**src/rtl/axi_mem2p_pkg.sv**
```systemverilog
// Shared definitions for the axi_mem2p block: AXI response codes, port FSM
// encoding and width helpers.
package axi_mem2p_pkg;

  localparam logic [1:0] RESP_OKAY   = 2'b00;
  localparam logic [1:0] RESP_SLVERR = 2'b10;

  localparam int unsigned ST_W = 3;
  localparam logic [ST_W-1:0] ST_IDLE  = 3'd0;
  localparam logic [ST_W-1:0] ST_WR    = 3'd1;
  localparam logic [ST_W-1:0] ST_BRESP = 3'd2;
  localparam logic [ST_W-1:0] ST_RD    = 3'd3;
  localparam logic [ST_W-1:0] ST_RWAIT = 3'd4;
  localparam logic [ST_W-1:0] ST_RRESP = 3'd5;

  // Number of byte-offset bits below the word address.
  function automatic int unsigned byte_off_bits(input int unsigned dw);
    return (dw <= 8) ? 0 : $clog2(dw / 8);
  endfunction

  // Width of a down-counter holding values 0 .. n-1 (at least one bit).
  function automatic int unsigned cnt_bits(input int unsigned n);
    return (n <= 2) ? 1 : $clog2(n);
  endfunction

endpackage

```
**src/rtl/axil_mem_port_master.sv**
```systemverilog
// AXI4-Lite slave that turns single-beat reads/writes into native block-memory
// port cycles (en/we/addr/din/dout) on one port of a dual-port RAM.
module axil_mem_port_master
  import axi_mem2p_pkg::*;
#(
  parameter  int unsigned G_DATAWIDTH     = 32,
  parameter  int unsigned G_MEMDEPTH      = 1024,
  parameter  int unsigned G_AXI_ADDRWIDTH = 16,
  parameter  int unsigned G_RDLAT         = 1,
  localparam int unsigned G_WEWIDTH       = G_DATAWIDTH / 8,
  localparam int unsigned G_ADDRWIDTH     = $clog2(G_MEMDEPTH)
) (
  input  logic                       aclk,
  input  logic                       aresetn,
  input  logic [G_AXI_ADDRWIDTH-1:0] s_awaddr,
  input  logic                       s_awvalid,
  output logic                       s_awready,
  input  logic [G_DATAWIDTH-1:0]     s_wdata,
  input  logic [G_WEWIDTH-1:0]       s_wstrb,
  input  logic                       s_wvalid,
  output logic                       s_wready,
  output logic [1:0]                 s_bresp,
  output logic                       s_bvalid,
  input  logic                       s_bready,
  input  logic [G_AXI_ADDRWIDTH-1:0] s_araddr,
  input  logic                       s_arvalid,
  output logic                       s_arready,
  output logic [G_DATAWIDTH-1:0]     s_rdata,
  output logic [1:0]                 s_rresp,
  output logic                       s_rvalid,
  input  logic                       s_rready,
  output logic                       mem_en,
  output logic [G_WEWIDTH-1:0]       mem_we,
  output logic [G_ADDRWIDTH-1:0]     mem_addr,
  output logic [G_DATAWIDTH-1:0]     mem_din,
  input  logic [G_DATAWIDTH-1:0]     mem_dout
);

  localparam int unsigned OFFW = byte_off_bits(G_DATAWIDTH);
  localparam int unsigned CNTW = cnt_bits(G_RDLAT);

  // Word index must fall inside the array; any higher address bit set is out of range.
  function automatic logic addr_ok(input logic [G_AXI_ADDRWIDTH-1:0] a);
    return (a >> OFFW) < G_AXI_ADDRWIDTH'(G_MEMDEPTH);
  endfunction

  logic [ST_W-1:0]            state_q, state_n;
  logic                       aw_full_q, aw_full_n;
  logic [G_AXI_ADDRWIDTH-1:0] aw_addr_q, aw_addr_n;
  logic                       w_full_q, w_full_n;
  logic [G_DATAWIDTH-1:0]     w_data_q, w_data_n;
  logic [G_WEWIDTH-1:0]       w_strb_q, w_strb_n;
  logic                       rr_pri_q, rr_pri_n;   // 0: write wins, 1: read wins
  logic [CNTW-1:0]            cnt_q, cnt_n;
  logic                       rd_ok_q, rd_ok_n;

  logic                       awready_q, awready_n;
  logic                       wready_q, wready_n;
  logic                       arready_q, arready_n;
  logic                       bvalid_q, bvalid_n;
  logic [1:0]                 bresp_q, bresp_n;
  logic                       rvalid_q, rvalid_n;
  logic [1:0]                 rresp_q, rresp_n;
  logic [G_DATAWIDTH-1:0]     rdata_q, rdata_n;
  logic                       mem_en_q, mem_en_n;
  logic [G_WEWIDTH-1:0]       mem_we_q, mem_we_n;
  logic [G_ADDRWIDTH-1:0]     mem_addr_q, mem_addr_n;
  logic [G_DATAWIDTH-1:0]     mem_din_q, mem_din_n;

  logic aw_hs, w_hs, ar_hs, wr_rdy;

  assign aw_hs  = s_awvalid & awready_q;
  assign w_hs   = s_wvalid & wready_q;
  assign ar_hs  = s_arvalid & arready_q;
  assign wr_rdy = aw_full_q & w_full_q;

  // Next-state, holding registers, arbitration and next output values.
  always_comb begin
    state_n    = state_q;
    aw_full_n  = aw_full_q;
    aw_addr_n  = aw_addr_q;
    w_full_n   = w_full_q;
    w_data_n   = w_data_q;
    w_strb_n   = w_strb_q;
    rr_pri_n   = rr_pri_q;
    cnt_n      = cnt_q;
    rd_ok_n    = rd_ok_q;
    bvalid_n   = bvalid_q;
    bresp_n    = bresp_q;
    rvalid_n   = rvalid_q;
    rresp_n    = rresp_q;
    rdata_n    = rdata_q;
    mem_en_n   = 1'b0;
    mem_we_n   = '0;
    mem_addr_n = mem_addr_q;
    mem_din_n  = mem_din_q;

    if (aw_hs) begin
      aw_full_n = 1'b1;
      aw_addr_n = s_awaddr;
    end
    if (w_hs) begin
      w_full_n = 1'b1;
      w_data_n = s_wdata;
      w_strb_n = s_wstrb;
    end

    case (state_q)
      ST_IDLE: begin
        if (ar_hs) begin
          state_n    = ST_RD;
          rd_ok_n    = addr_ok(s_araddr);
          mem_en_n   = addr_ok(s_araddr);
          mem_addr_n = s_araddr[OFFW +: G_ADDRWIDTH];
          if (wr_rdy) rr_pri_n = ~rr_pri_q;
        end else if (wr_rdy) begin
          state_n    = ST_WR;
          mem_en_n   = addr_ok(aw_addr_q);
          mem_we_n   = addr_ok(aw_addr_q) ? w_strb_q : '0;
          mem_addr_n = aw_addr_q[OFFW +: G_ADDRWIDTH];
          mem_din_n  = w_data_q;
          if (s_arvalid) rr_pri_n = ~rr_pri_q;
        end
      end
      ST_WR: begin
        state_n  = ST_BRESP;
        bvalid_n = 1'b1;
        bresp_n  = addr_ok(aw_addr_q) ? RESP_OKAY : RESP_SLVERR;
      end
      ST_BRESP: begin
        if (s_bready) begin
          state_n   = ST_IDLE;
          bvalid_n  = 1'b0;
          aw_full_n = 1'b0;
          w_full_n  = 1'b0;
        end
      end
      ST_RD: begin
        state_n = ST_RWAIT;
        cnt_n   = CNTW'(G_RDLAT - 1);
      end
      ST_RWAIT: begin
        if (cnt_q == '0) begin
          state_n  = ST_RRESP;
          rvalid_n = 1'b1;
          rdata_n  = rd_ok_q ? mem_dout : '0;
          rresp_n  = rd_ok_q ? RESP_OKAY : RESP_SLVERR;
        end else begin
          cnt_n = cnt_q - CNTW'(1);
        end
      end
      ST_RRESP: begin
        if (s_rready) begin
          state_n  = ST_IDLE;
          rvalid_n = 1'b0;
        end
      end
      default: state_n = ST_IDLE;
    endcase

    // Readies are registered from next-cycle state, so they are low in reset.
    awready_n = (state_n == ST_IDLE) && !aw_full_n;
    wready_n  = (state_n == ST_IDLE) && !w_full_n;
    arready_n = (state_n == ST_IDLE) && !(aw_full_n && w_full_n && !rr_pri_n);
  end

  always_ff @(posedge aclk or negedge aresetn) begin
    if (!aresetn) begin
      state_q    <= ST_IDLE;
      aw_full_q  <= 1'b0;
      aw_addr_q  <= '0;
      w_full_q   <= 1'b0;
      w_data_q   <= '0;
      w_strb_q   <= '0;
      rr_pri_q   <= 1'b0;
      cnt_q      <= '0;
      rd_ok_q    <= 1'b0;
      awready_q  <= 1'b0;
      wready_q   <= 1'b0;
      arready_q  <= 1'b0;
      bvalid_q   <= 1'b0;
      bresp_q    <= '0;
      rvalid_q   <= 1'b0;
      rresp_q    <= '0;
      rdata_q    <= '0;
      mem_en_q   <= 1'b0;
      mem_we_q   <= '0;
      mem_addr_q <= '0;
      mem_din_q  <= '0;
    end else begin
      state_q    <= state_n;
      aw_full_q  <= aw_full_n;
      aw_addr_q  <= aw_addr_n;
      w_full_q   <= w_full_n;
      w_data_q   <= w_data_n;
      w_strb_q   <= w_strb_n;
      rr_pri_q   <= rr_pri_n;
      cnt_q      <= cnt_n;
      rd_ok_q    <= rd_ok_n;
      awready_q  <= awready_n;
      wready_q   <= wready_n;
      arready_q  <= arready_n;
      bvalid_q   <= bvalid_n;
      bresp_q    <= bresp_n;
      rvalid_q   <= rvalid_n;
      rresp_q    <= rresp_n;
      rdata_q    <= rdata_n;
      mem_en_q   <= mem_en_n;
      mem_we_q   <= mem_we_n;
      mem_addr_q <= mem_addr_n;
      mem_din_q  <= mem_din_n;
    end
  end

  assign s_awready = awready_q;
  assign s_wready  = wready_q;
  assign s_arready = arready_q;
  assign s_bvalid  = bvalid_q;
  assign s_bresp   = bresp_q;
  assign s_rvalid  = rvalid_q;
  assign s_rresp   = rresp_q;
  assign s_rdata   = rdata_q;
  assign mem_en    = mem_en_q;
  assign mem_we    = mem_we_q;
  assign mem_addr  = mem_addr_q;
  assign mem_din   = mem_din_q;

endmodule

```
**config.mk**
```make
export PLATFORM = sky130hd
export DESIGN_NAME = axil_mem_port_master
export DESIGN_NICKNAME = d
export VERILOG_FILES = /design/src/rtl/axi_mem2p_pkg.sv /design/src/rtl/axil_mem_port_master.sv
export SDC_FILE = /design/constraint.sdc
export NUM_CORES = 1
export LEC_CHECK = 0
export BUFFER_PORTS_ARGS = -buffer_cell sky130_fd_sc_hd__buf_2
export CORE_AREA = 2 2 152 154
export CTS_CLUSTER_DIAMETER = 40
export DETAILED_ROUTE_END_ITERATION = 12
export DIE_AREA = 0 0 154 156
export GPL_TIMING_DRIVEN = 0
export REMOVE_ABC_BUFFERS = 1
export SYNTH_ARGS = -nofsm -noshare
export SYNTH_HDL_FRONTEND = slang
export SYNTH_SLANG_ARGS = --single-unit
```
**constraint.sdc**
```tcl
create_clock -name aclk -period 1.7 [get_ports aclk]
set_input_delay 0.255 -clock aclk [delete_from_list [all_inputs] [get_ports aclk]]
set_output_delay 0.255 -clock aclk [all_outputs]
set_load 0.01 [all_outputs]
```
## Word-level counts from Yosys, hierarchy flattened

Index checks and enable logic that the tools add are counted.

- Register bits: 148
- Input bits: 107
- Output and inout port bits: 88

- Add/subtract/negate cells: 1
- $lt $le $gt $ge: 2
- Equality and inequality tests: 8
- Mux-type cells: 36
- Bitwise logic cells: 7
- Reduce and logical (&&, ||, !) cells: 21

Operators with widths:

| kind | number |
|---|---|
| two-way mux 32 bit | 1 |
| < comparator 14 x 11 -> 1 bit, second input constant | 2 |
| two-way mux 10 bit | 2 |
| two-way mux 1 bit | 18 |
| one-hot mux 3 bit (6 select lines) | 1 |
| two-way mux 4 bit | 4 |
| two-way mux 3 bit | 5 |
| AND reduction 2 bit | 4 |
| nonzero test 2 bit | 4 |
| == test 3 x 2 -> 1 bit, second input constant | 2 |
| == test 3 bit, second input constant | 2 |
| logical NOT 3 bit | 2 |
| inequality test 2 bit, second input constant | 3 |
| one-hot mux 1 bit (2 select lines) | 3 |
| AND reduction 3 bit | 2 |
| logical AND 1 bit | 5 |
| bitwise AND 1 bit | 4 |
| logical NOT 1 bit | 4 |
| two-way mux 2 bit | 2 |
| == test 3 x 1 -> 1 bit, second input constant | 1 |
| NOT 1 bit | 3 |
| subtractor 1 bit, second input constant | 1 |

## Depth between registers and ports, before layout

Gate-level depths: netlist of the first run.

- Word-level depth: 9
- Depth in mapped cells: 7
- Mapped depth without buffers: 4

## Worst setup path before layout of the first run

Ideal clock, no wire load.

- Path kind: reg-to-reg
- Start point: reg state_q[0]
- End point: reg mem_din_q[10], in the netlist mem_din[10]
- Arrival: 1.418 ns
- Data required time: 1.575 ns
- Slack: 0.157 ns
- Cell stages (with the launch flop): 7
- Path buffers: 3
- Period minus slack after synthesis: 1.543 ns
- Cells stage by stage: dfrtp_1 buf_6 nor3_4 and4_4 buf_12 buf_12 mux2_4

- Word-level cells in the longest chain between the ends: 2

Ends and longest elaborated chain:

| what | RTL line | RTL |
|---|---|---|
| from (decl) | axil_mem_port_master.sv:47 | `logic [ST_W-1:0] state_q, state_n;` |
| from (signal assigned) | axil_mem_port_master.sv:191 | `state_q <= state_n;` |
| logical NOT 3 bit | axil_mem_port_master.sv:108 | `case (state_q)` |
| AND reduction 3 bit (no source line) | -- |  |
| to (signal assigned) | axil_mem_port_master.sv:211 | `mem_din_q <= mem_din_n;` |
| to (decl) | axil_mem_port_master.sv:68 | `logic [G_DATAWIDTH-1:0] mem_din_q, mem_din_n;` |

Every way passes these cells.
A chain may end at the register's enable or synchronous reset.

## Final worst setup path of the first run

- Start point: reg state_q[1]
- End point: reg mem_din_q[25], in the netlist mem_din[25]

The elaborated chain is that of the path after synthesis.

==> flow_summary_export.csv, run 1 <==
group,metric,value,unit
drt,vias_per_cell,4.19,
pwr,total_leakage_power,0.00377,uW
timing,holdWs,0.0705,ns
drt,drt_iter0_drc,245,
critical_path,endpoint_kind,"flip-flop",
critical_path,startpoint_type,"flip-flop",
yosys,synth_largest_area_cell,"dfrtp_1",
status,outcome,"completed",
yosys,ys_warn_count,0,
placed_design,dpl_cell_area,6930,um^2
placed_design,io_buffer_count,188,
yosys,synth_cell_types,32,
yosys,ys.flop_type,"dfrtp_1",
yosys,synth.cell_area,5750,um^2
final_layout,diodes,0,
clock_tree,clock_path_buffers,2,
global_route,antenna_found_initial,0,
final_layout,post_route_cells_drive_above_1_share,50.8,%
clock_tree,clk_pin_slew,0.06,ns
global_route,grt_pass1_vias,3919,
die,die_x,154,um
yosys,seq_area_frac_synth,62.3,%
global_route,grt_max_degree,73,
global_route,grtUsageTotal,11.7,%
final_layout,fin_nets,748,
placed_design,gp_congestion,0.731,
die,start_util,25.7,%
pwr,ir_drop,0.000793,V
timing,fin_skew,0.00742,ns
critical_path,crit_fanout,7,
clock_tree,clock_latency,0.41,ns
yosys,yosysTopAreaCellShare,62.3,%
global_route,grt_pass1_wl,21800,um
final_layout,fin_area,7750,um^2
timing,fmax,603,MHz
critical_path,crit_required,2.00,ns
timing,finalCritPeriodShare,97.5,%
timing,hold_viol_final,0,
yosys,synth-async-reset-ratio,100,%
die,die_area,24000,um^2
die,io_pins,195,
yosys,synth_edf_count,0,
yosys,postSynthCellCount,440,
global_route,grt_overflow_total,0,
die,rows,55,
critical_path,path_class,"reg -> reg",
drt,firstDrtPassIters,4,
timing,fin_crit,1.66,ns
yosys,avgSynthCellArea,13.1,um^2
final_layout,fin_util,34.6,%
clock_tree,cts_buffers,17,
die,fp.dieH,156,um
placed_design,dpl.hpwl,8720,um
clock_tree,cts_root_buf,"clkbuf_16",
clock_tree,cts_tree,"yes",
job,cap_violations,0,
pwr,power.density,1910,nW/um^2
pwr,finalPower,14800,uW
min_path,hp-class,"in -> reg",
final_layout,fin_cells,938,
drt,ant_nets,0,
clock_tree,h-tree-depth,4,
final_layout,area_growth,34.8,%
timing,setup_viol,0,
drt,drc,0,
timing,slew_headroom,53.1,%
placed_design,dp.cells,890,
drt,routedWlPerCell,14.6,um
timing,rsz0062_at_grt,"true",
drt,drt_wl_total,13700,um
yosys,synth.ff_latch_count,143,
clock_tree,cts.sinks,143,
timing,worst-slew-pin-transition,0.704,ns
drt,route.vias.total,3931,
critical_path,cp_data_arrival_time,1.96,ns
timing,drv_slew,0,
die,core_region_area,22400,um^2
yosys,synthTopCellsByArea,"dfrtp_1, mux2_2, mux2_4",
-- cells in the final DEF, fill, tap and decap left out, types with 2 or more instances in the layout --
cell type / count
nor2b_1: 3
clkbuf_16: 17
mux2i_1: 10
bufinv_16: 3
conb_1: 2
and4_4: 2
inv_1: 4
a31oi_1: 2
clkinvlp_4: 3
and2_1: 4
nor2_4: 2
buf_2: 187
dfrtp_1: 139
mux2_4: 30
nor2_1: 17
nand2_2: 2
buf_4: 9
a21oi_1: 17
o21ai_0: 37
buf_6: 3
mux2_2: 53
clkinv_4: 4
buf_12: 5
dfrtp_2: 4
nand2_1: 74
-- cell families after synthesis --
logic type      Yosys count  share of synthesized area (%)
mux                      93                           20.0
buf+inv                  31                           3.75
other cells               1                         0.0653
simple gates            112                           8.43
flops                   143                           62.3
xor+xnor                  1                          0.152
compound gates           59                           5.36
-- metal layers --
layer / wire, um / vias to the layer above / GRT usage, %
met2: 6590 / 106 / 18.7
met4: 206 / 0 / 3.96
met1: 6150 / 1921 / 15.1
li1: - / 1891 / -
met3: 769 / 13 / 3.67
met5: 0 / - / 0
-- area by class of cell --
cell class | instances | area [um^2]
timing repair buffer | 206 | 1170
multi-input combinational | 269 | 2010
clock buffer | 19 | 443
clock inverter | 12 | 161
fill | 2231 | 14600
tap | 285 | 357
inverter | 4 | 15.0
sequential | 143 | 3580
-- worst max-delay path: stages, from the launching register on --
cell and delay, ns:
dfrtp_2 0.44, nor3_4 0.24, buf_6 0.14, and4_4 0.28, buf_12 0.15, mux2_4 0.30
-- per-stage QoR --
step	setup slack [ns]	setup TNS (ns)
6_report	0.0420	0
5_1_grt	-0.0273	-0.189
4_1_cts	0.00795	0
3_5_place_dp	-0.671	-29.57
3_3_place_gp	-1.83	-338.19
2_1_floorplan	-0.259	-18.53
-- sequential cells by signal, summed over array words and instances, names as in the netlist, 3 cells and up --
name / cells
state_q: 3
s_rdata: 32
mem_addr: 10
mem_we: 4
mem_din: 32
w_strb_q: 4
w_data_q: 32
aw_addr_q: 14
-- where the power goes --
part / internal (uW) / switching [uW]
Sequential: 4990 / 927
Clock: 2350 / 1490
Combinational: 2700 / 2360
Total: 10000 / 4770
-- path summary, 6_finish.rpt --
kind                                    from             to  slack (ns)  cells past startpoint
worst max-delay path              state_q[1]    mem_din[25]        0.04                      5
worst min-delay path            s_awaddr[14]  aw_addr_q[14]        0.07                      2
worst max register to register    state_q[1]    mem_din[25]        0.04                      5
worst min register to register   s_rdata[17]    s_rdata[17]        0.47                      2
max in group asynchronous            aresetn   aw_addr_q[3]        0.44                      3
min in group asynchronous            aresetn    mem_din[17]        0.45                      2
-- synthesized netlist by cell type (2+ instances only) --
cell type	count
a21oi_1	17
a31oi_1	2
and2_1	4
buf_12	4
buf_2	12
buf_4	3
clkbuf_1	7
dfrtp_1	143
inv_1	4
mux2_2	53
mux2_4	30
mux2i_1	10
nand2_1	77
nor2_1	18
nor2b_1	3
o21ai_0	37
-- what timing repair did --
| action | 4_1_cts | 5_1_grt |
|---|---|---|
| hold buffers | 1 | 0 |
| gates resized for setup | 8 | 6 |
| endpoints found under the hold margin | 71 | 0 |
| pin swaps | 4 | 1 |
| buffers inserted | 9 | 5 |
| gates cloned | 2 | 0 |
| setup endpoints to repair | 47 | 59 |
Note: power is estimated with default switching activity, not from simulation.
==> inputs of run 2 (changes only) <==
--- a/config.mk
+++ b/config.mk
@@ -5,11 +5,11 @@
 export SDC_FILE = /design/constraint.sdc
 export NUM_CORES = 1
 export LEC_CHECK = 0
-export BUFFER_PORTS_ARGS = -buffer_cell sky130_fd_sc_hd__buf_2
 export CORE_AREA = 2 2 152 154
 export CTS_CLUSTER_DIAMETER = 40
 export DETAILED_ROUTE_END_ITERATION = 12
 export DIE_AREA = 0 0 154 156
+export DONT_BUFFER_PORTS = 1
 export GPL_TIMING_DRIVEN = 0
 export REMOVE_ABC_BUFFERS = 1
 export SYNTH_ARGS = -nofsm -noshare
==> run 2 against run 1 <==
Against the previous run: the flow now finishes with violations (negative hold slack); first-iteration DRC count decreased by 25%; global-route usage increased by 0.13 points; power decreased by 2.3%; sequential share of layout area increased by 0.80 points; design area decreased by 1.7%; final cell count decreased by 12%; combinational power decreased by 25%; via count decreased by 7.1%; count of clock-buffer cells in the layout decreased by 2.
==> flow_summary_export.csv, run 2 (synthesized netlist as in run 1, its figures left out) <==
group,metric,value,unit
job,cap_violations,0,
status,outcome,"complete, but fails checks",
drt,drt_wl_total,14000,um
final_layout,post_route_cells_drive_above_1_share,26.9,%
placed_design,gp_congestion,0.706,
timing,drv_slew,0,
min_path,hp-class,"in -> async",
global_route,grt_overflow_total,0,
placed_design,io_buffer_count,0,
critical_path,cp_data_arrival_time,1.95,ns
drt,drc,0,
final_layout,fin_nets,639,
placed_design,dpl.hpwl,8270,um
drt,firstDrtPassIters,4,
critical_path,crit_path_cell_trace,"nor3_4, and4_4, bufbuf_16, mux2_4",
critical_path,cpPeakStageDelay,0.43,ns
final_layout,n_fill_cell,2140,
timing,fin_crit,1.66,ns
critical_path,r2r-end,"mem_din[21]",
timing,setup_slack,0.0389,ns
final_layout,fin_area,7610,um^2
critical_path,ff2ff_setup_slack,0.04,ns
critical_path,crit_family,"simple AND/OR/NAND/NOR gates",
placed_design,dp.cells,699,
die,rows,55,
timing,worst-slew-pin-transition,1.06,ns
pwr,ir_drop,0.000758,V
timing,fmax,602,MHz
placed_design,dp_slack,-0.721,ns
critical_path,slowest_stage,"dfrtp_2",
drt,vias_per_cell,4.41,
clock_tree,clk_pin_slew,0.06,ns
timing,finalCritPeriodShare,97.7,%
clock_tree,holdBufCountCts,79,
clock_tree,cts_root_buf,"clkbuf_16",
drt,route.vias.total,3651,
critical_path,r2r_start,"state_q[2]",
final_layout,regArea,3580,um^2
clock_tree,cts.sinks,143,
die,die_area,24000,um^2
timing,fin_skew,0.00815,ns
global_route,grt_pass1_wl,22000,um
pwr,power.density,1900,nW/um^2
status,violations,"negative hold slack",
critical_path,crit_required,1.99,ns
die,die_x,154,um
die,io_pins,195,
die,fp.dieH,156,um
timing,hold_viol_final,143,
critical_path,r2r_cells,4,
clock_tree,clock_path_buffers,2,
final_layout,multi_input_area,2030,um^2
timing,setup_viol,0,
drt,drt_iter0_drc,184,
critical_path,endpoint_kind,"flip-flop",
final_layout,fin_cells,828,
die,start_util,25.7,%
timing,slew_headroom,29.3,%
global_route,grt_max_degree,144,
timing,holdWs,-0.457,ns
die,core_region_area,22400,um^2
final_layout,layout_commonest_cell,"dfrtp_1",
pwr,total_leakage_power,0.00332,uW
global_route,grtUsageTotal,11.9,%
drt,ant_nets,0,
drt,routedWlPerCell,16.9,um
final_layout,layout_common_cells,"dfrtp_1, dlygate4sd3_1, nand2_1, mux2_2, o21ai_0",
final_layout,area_growth,32.5,%
clock_tree,h-tree-depth,4,
critical_path,startpoint_type,"flip-flop",
final_layout,diodes,0,
timing,rsz0062_at_grt,"false",
clock_tree,clock_latency,0.41,ns
global_route,grt_pass1_vias,3921,
clock_tree,cts_buffers,17,
global_route,antenna_found_initial,0,
placed_design,dpl_cell_area,5910,um^2
clock_tree,cts_tree,"yes",
critical_path,crit_fanout,7,
critical_path,path_class,"reg -> reg",
critical_path,critical_path_buf_inv_count,1,
-- run 2: cell types whose count changed in the layout (fill, tap and decap cells not counted), moves of 2 or more --
cell / previous run / this run
buf_12: 5 / 3
buf_2: 187 / 0
buf_4: 9 / 14
buf_6: 3 / 0
bufinv_16: 3 / 5
clkinvlp_4: 3 / 0
dlygate4sd3_1: 1 / 79
nand2_2: 2 / 0
-- run 2: where the power goes --
group / total (uW) / switching [uW] / internal, uW
Sequential: 6620 / 1630 / 5000
Combinational: 3790 / 1590 / 2200
Clock: 4060 / 1460 / 2600
Total: 14500 / 4670 / 9800
-- run 2: metal layers --
| metal | vias up | GRT usage, % | wire, um |
|---|---|---|---|
| met4 | 0 | 4.41 | 193 |
| met3 | 12 | 3.78 | 857 |
| met5 | - | 0 | 0 |
| met2 | 123 | 20.7 | 7200 |
| li1 | 1682 | - | - |
| met1 | 1834 | 13.7 | 5760 |
-- run 2: worst max path at each step --
stage                from           to  cells past startpoint
4_1_cts         s_arready   mem_din[8]                      4
3_5_place_dp   state_q[1]  mem_addr[2]                      3
2_1_floorplan   s_arready   mem_din[0]                      3
3_3_place_gp   state_q[1]  s_rdata[25]                      3
5_1_grt        state_q[2]  mem_din[15]                      4
6_report       state_q[2]  mem_din[21]                      4
-- run 2: layout make-up --
type                            instances  share of cell area [%]
Timing Repair Buffer                   97                    13.0
Inverter                                4                   0.197
Multi-Input combinational cell        269                    26.7
Tap cell                              285                    4.68
Clock inverter                         13                    2.79
Sequential cell                       143                    47.1
Clock buffer                           17                    5.59
-- run 2: timing repair --
| action | 4_1_cts | 5_1_grt |
|---|---|---|
| pin swaps | 5 | 2 |
| gates resized for setup | 11 | 5 |
| gates cloned | 3 | 0 |
| setup buffers | 13 | 4 |
| endpoints found under the setup margin | 117 | 47 |
| hold endpoints to repair | 224 | 143 |
-- run 2: per-stage QoR --
step	total power, uW	utilization [%]	TNS (ns)
6_report	14500	34.0	0
4_1_cts	14500	33.8	0
2_1_floorplan	8780	-	-18.53
3_3_place_gp	9430	26.4	-69.88
3_5_place_dp	9700	26.4	-39.48
5_1_grt	15400	34.0	0
==> inputs of run 3 (changes only) <==
--- a/config.mk
+++ b/config.mk
@@ -6,7 +6,7 @@
 export NUM_CORES = 1
 export LEC_CHECK = 0
 export CORE_AREA = 2 2 152 154
-export CTS_CLUSTER_DIAMETER = 40
+export CTS_CLUSTER_DIAMETER = 80
 export DETAILED_ROUTE_END_ITERATION = 12
 export DIE_AREA = 0 0 154 156
 export DONT_BUFFER_PORTS = 1
==> constraint.sdc (replaced) <==
create_clock -name aclk -period 1.4 [get_ports aclk]
set_input_delay 0.21 -clock aclk [delete_from_list [all_inputs] [get_ports aclk]]
set_output_delay 0.21 -clock aclk [all_outputs]
set_load 0.01 [all_outputs]
==> run 3 against run 2 <==
Against the previous run: the flow finishes with violations (negative hold slack, negative setup slack); utilization increased by 2.3 points; largest power group unchanged; sequential share of layout area decreased by 3.0 points; final cell count increased by 2.8%.
==> flow_summary_export.csv, run 3 (synthesized netlist as in run 1, its figures left out) <==
group,metric,value,unit
clock_tree,clock_latency,0.41,ns
drt,route.vias.total,3808,
clock_tree,cts_tree,"yes",
critical_path,crit_required,1.69,ns
timing,drv_slew,0,
clock_tree,clk_pin_slew,0.06,ns
timing,slew_headroom,59.4,%
final_layout,layout_commonest_cell,"dfrtp_1",
clock_tree,holdBufCountCts,88,
global_route,grt_max_degree,144,
die,start_util,25.7,%
timing,setup_viol,82,
critical_path,ff2ff_setup_slack,-0.26,ns
drt,firstDrtPassIters,4,
critical_path,crit_fanout,10,
global_route,antenna_found_initial,1,
critical_path,cp_data_arrival_time,1.95,ns
critical_path,cpPeakStageDelay,0.44,ns
timing,fmax,603,MHz
critical_path,r2r_start,"state_q[2]",
final_layout,multi_input_area,2390,um^2
timing,hold_viol_final,143,
drt,drt_wl_total,15600,um
final_layout,post_route_cells_drive_above_1_share,37.0,%
timing,worst-slew-pin-transition,0.609,ns
placed_design,dpl.hpwl,8270,um
critical_path,crit_family,"simple AND/OR/NAND/NOR gates",
die,core_region_area,22400,um^2
timing,tns,-10.0,ns
clock_tree,cts_root_buf,"clkbuf_16",
timing,fin_skew,0.00773,ns
global_route,grtUsageTotal,11.7,%
timing,fin_crit,1.66,ns
critical_path,r2r-end,"mem_din[18]",
drt,drc,0,
final_layout,n_fill_cell,2099,
critical_path,critical_path_buf_inv_count,2,
critical_path,path_class,"reg -> reg",
critical_path,r2r_cells,5,
final_layout,regArea,3590,um^2
timing,finalCritPeriodShare,118,%
drt,drt_iter0_drc,174,
final_layout,fin_nets,661,
clock_tree,cts.sinks,143,
die,die_area,24000,um^2
global_route,grt_overflow_total,0,
die,rows,55,
clock_tree,h-tree-depth,4,
critical_path,crit_path_cell_trace,"nor3_4, buf_6, and4_4, buf_12, mux2_4",
pwr,ir_drop,0.000878,V
timing,holdWs,-0.503,ns
pwr,total_leakage_power,0.00346,uW
drt,vias_per_cell,4.47,
critical_path,slowest_stage,"dfrtp_2",
global_route,grt_pass1_wl,21900,um
clock_tree,clock_path_buffers,2,
drt,ant_nets,0,
placed_design,gp_congestion,0.706,
global_route,grt_pass1_vias,4010,
clock_tree,cts_buffers,17,
drt,routedWlPerCell,18.3,um
critical_path,endpoint_kind,"flip-flop",
pwr,finalPower,19000,uW
pwr,power.density,2340,nW/um^2
timing,setup_slack,-0.257,ns
placed_design,io_buffer_count,0,
final_layout,area_growth,41.6,%
min_path,hp-class,"in -> async",
timing,rsz0062_at_grt,"true",
status,outcome,"complete, but fails checks",
die,io_pins,195,
final_layout,layout_common_cells,"dfrtp_1, dlygate4sd3_1, nand2_1, mux2_2, mux2_4",
die,fp.dieH,156,um
status,violations,"negative hold slack, negative setup slack",
job,cap_violations,0,
die,die_x,154,um
critical_path,startpoint_type,"flip-flop",
## run 3: power by group
part	leakage [uW]	total [uW]	internal, uW	switching [uW]
clock	0.000314	4960	3160	1800
sequential	0.00176	8160	6070	2090
combinational	0.00138	5900	3240	2660
total	0.00346	19000	12500	6550
## run 3: worst max-delay path by stage
stage,start,cells past startpoint,slack [ns],end
final,state_q[2],5,-0.26,mem_din[18]
after detailed placement,state_q[1],3,-1.02,mem_addr[2]
after global routing,state_q[2],5,-0.30,mem_din[25]
after CTS,state_q[2],5,-0.24,mem_din[18]
after global placement,state_q[1],3,-1.01,s_rdata[25]
after floorplan,s_arready,3,-0.56,mem_din[0]
## run 3: cell type report
cell class / instances / area share, %
Antenna cell: 1 / 0.0308
Clock buffer: 17 / 5.23
Clock inverter: 13 / 2.61
Inverter: 4 / 0.185
Multi-Input combinational cell: 277 / 29.4
Sequential cell: 143 / 44.1
Tap cell: 285 / 4.38
Timing Repair Buffer: 111 / 14.1
## run 3: per-layer routing
metal	part of all wire, %	global-route usage [%]	vias to the layer above
li1	-	-	1737
met1	42	13.3	1918
met2	51	20.5	137
met3	5.9	3.78	16
met4	1.5	4.85	0
met5	0	0	-
## run 3: repair_timing
| item | in CTS | in global routing |
|---|---|---|
| resized for setup | 27 | 95 |
| setup endpoints to repair | 136 | 83 |
| cloned | 1 | 10 |
| pin swaps | 6 | 37 |
| setup buffers | 12 | 10 |
| endpoints found under the hold margin | 235 | 143 |
## run 3: stage by stage
step                cell area [um^2]  cells  worst slack (ns)  util, %
global placement                5910    699             -1.01     26.4
global route                    8140    851            -0.297     36.4
floorplan                       5550    414            -0.559        -
detailed placement              5910    699             -1.02     26.4
CTS                             7650    830            -0.239     34.2
finish                          8140    851            -0.257     36.4
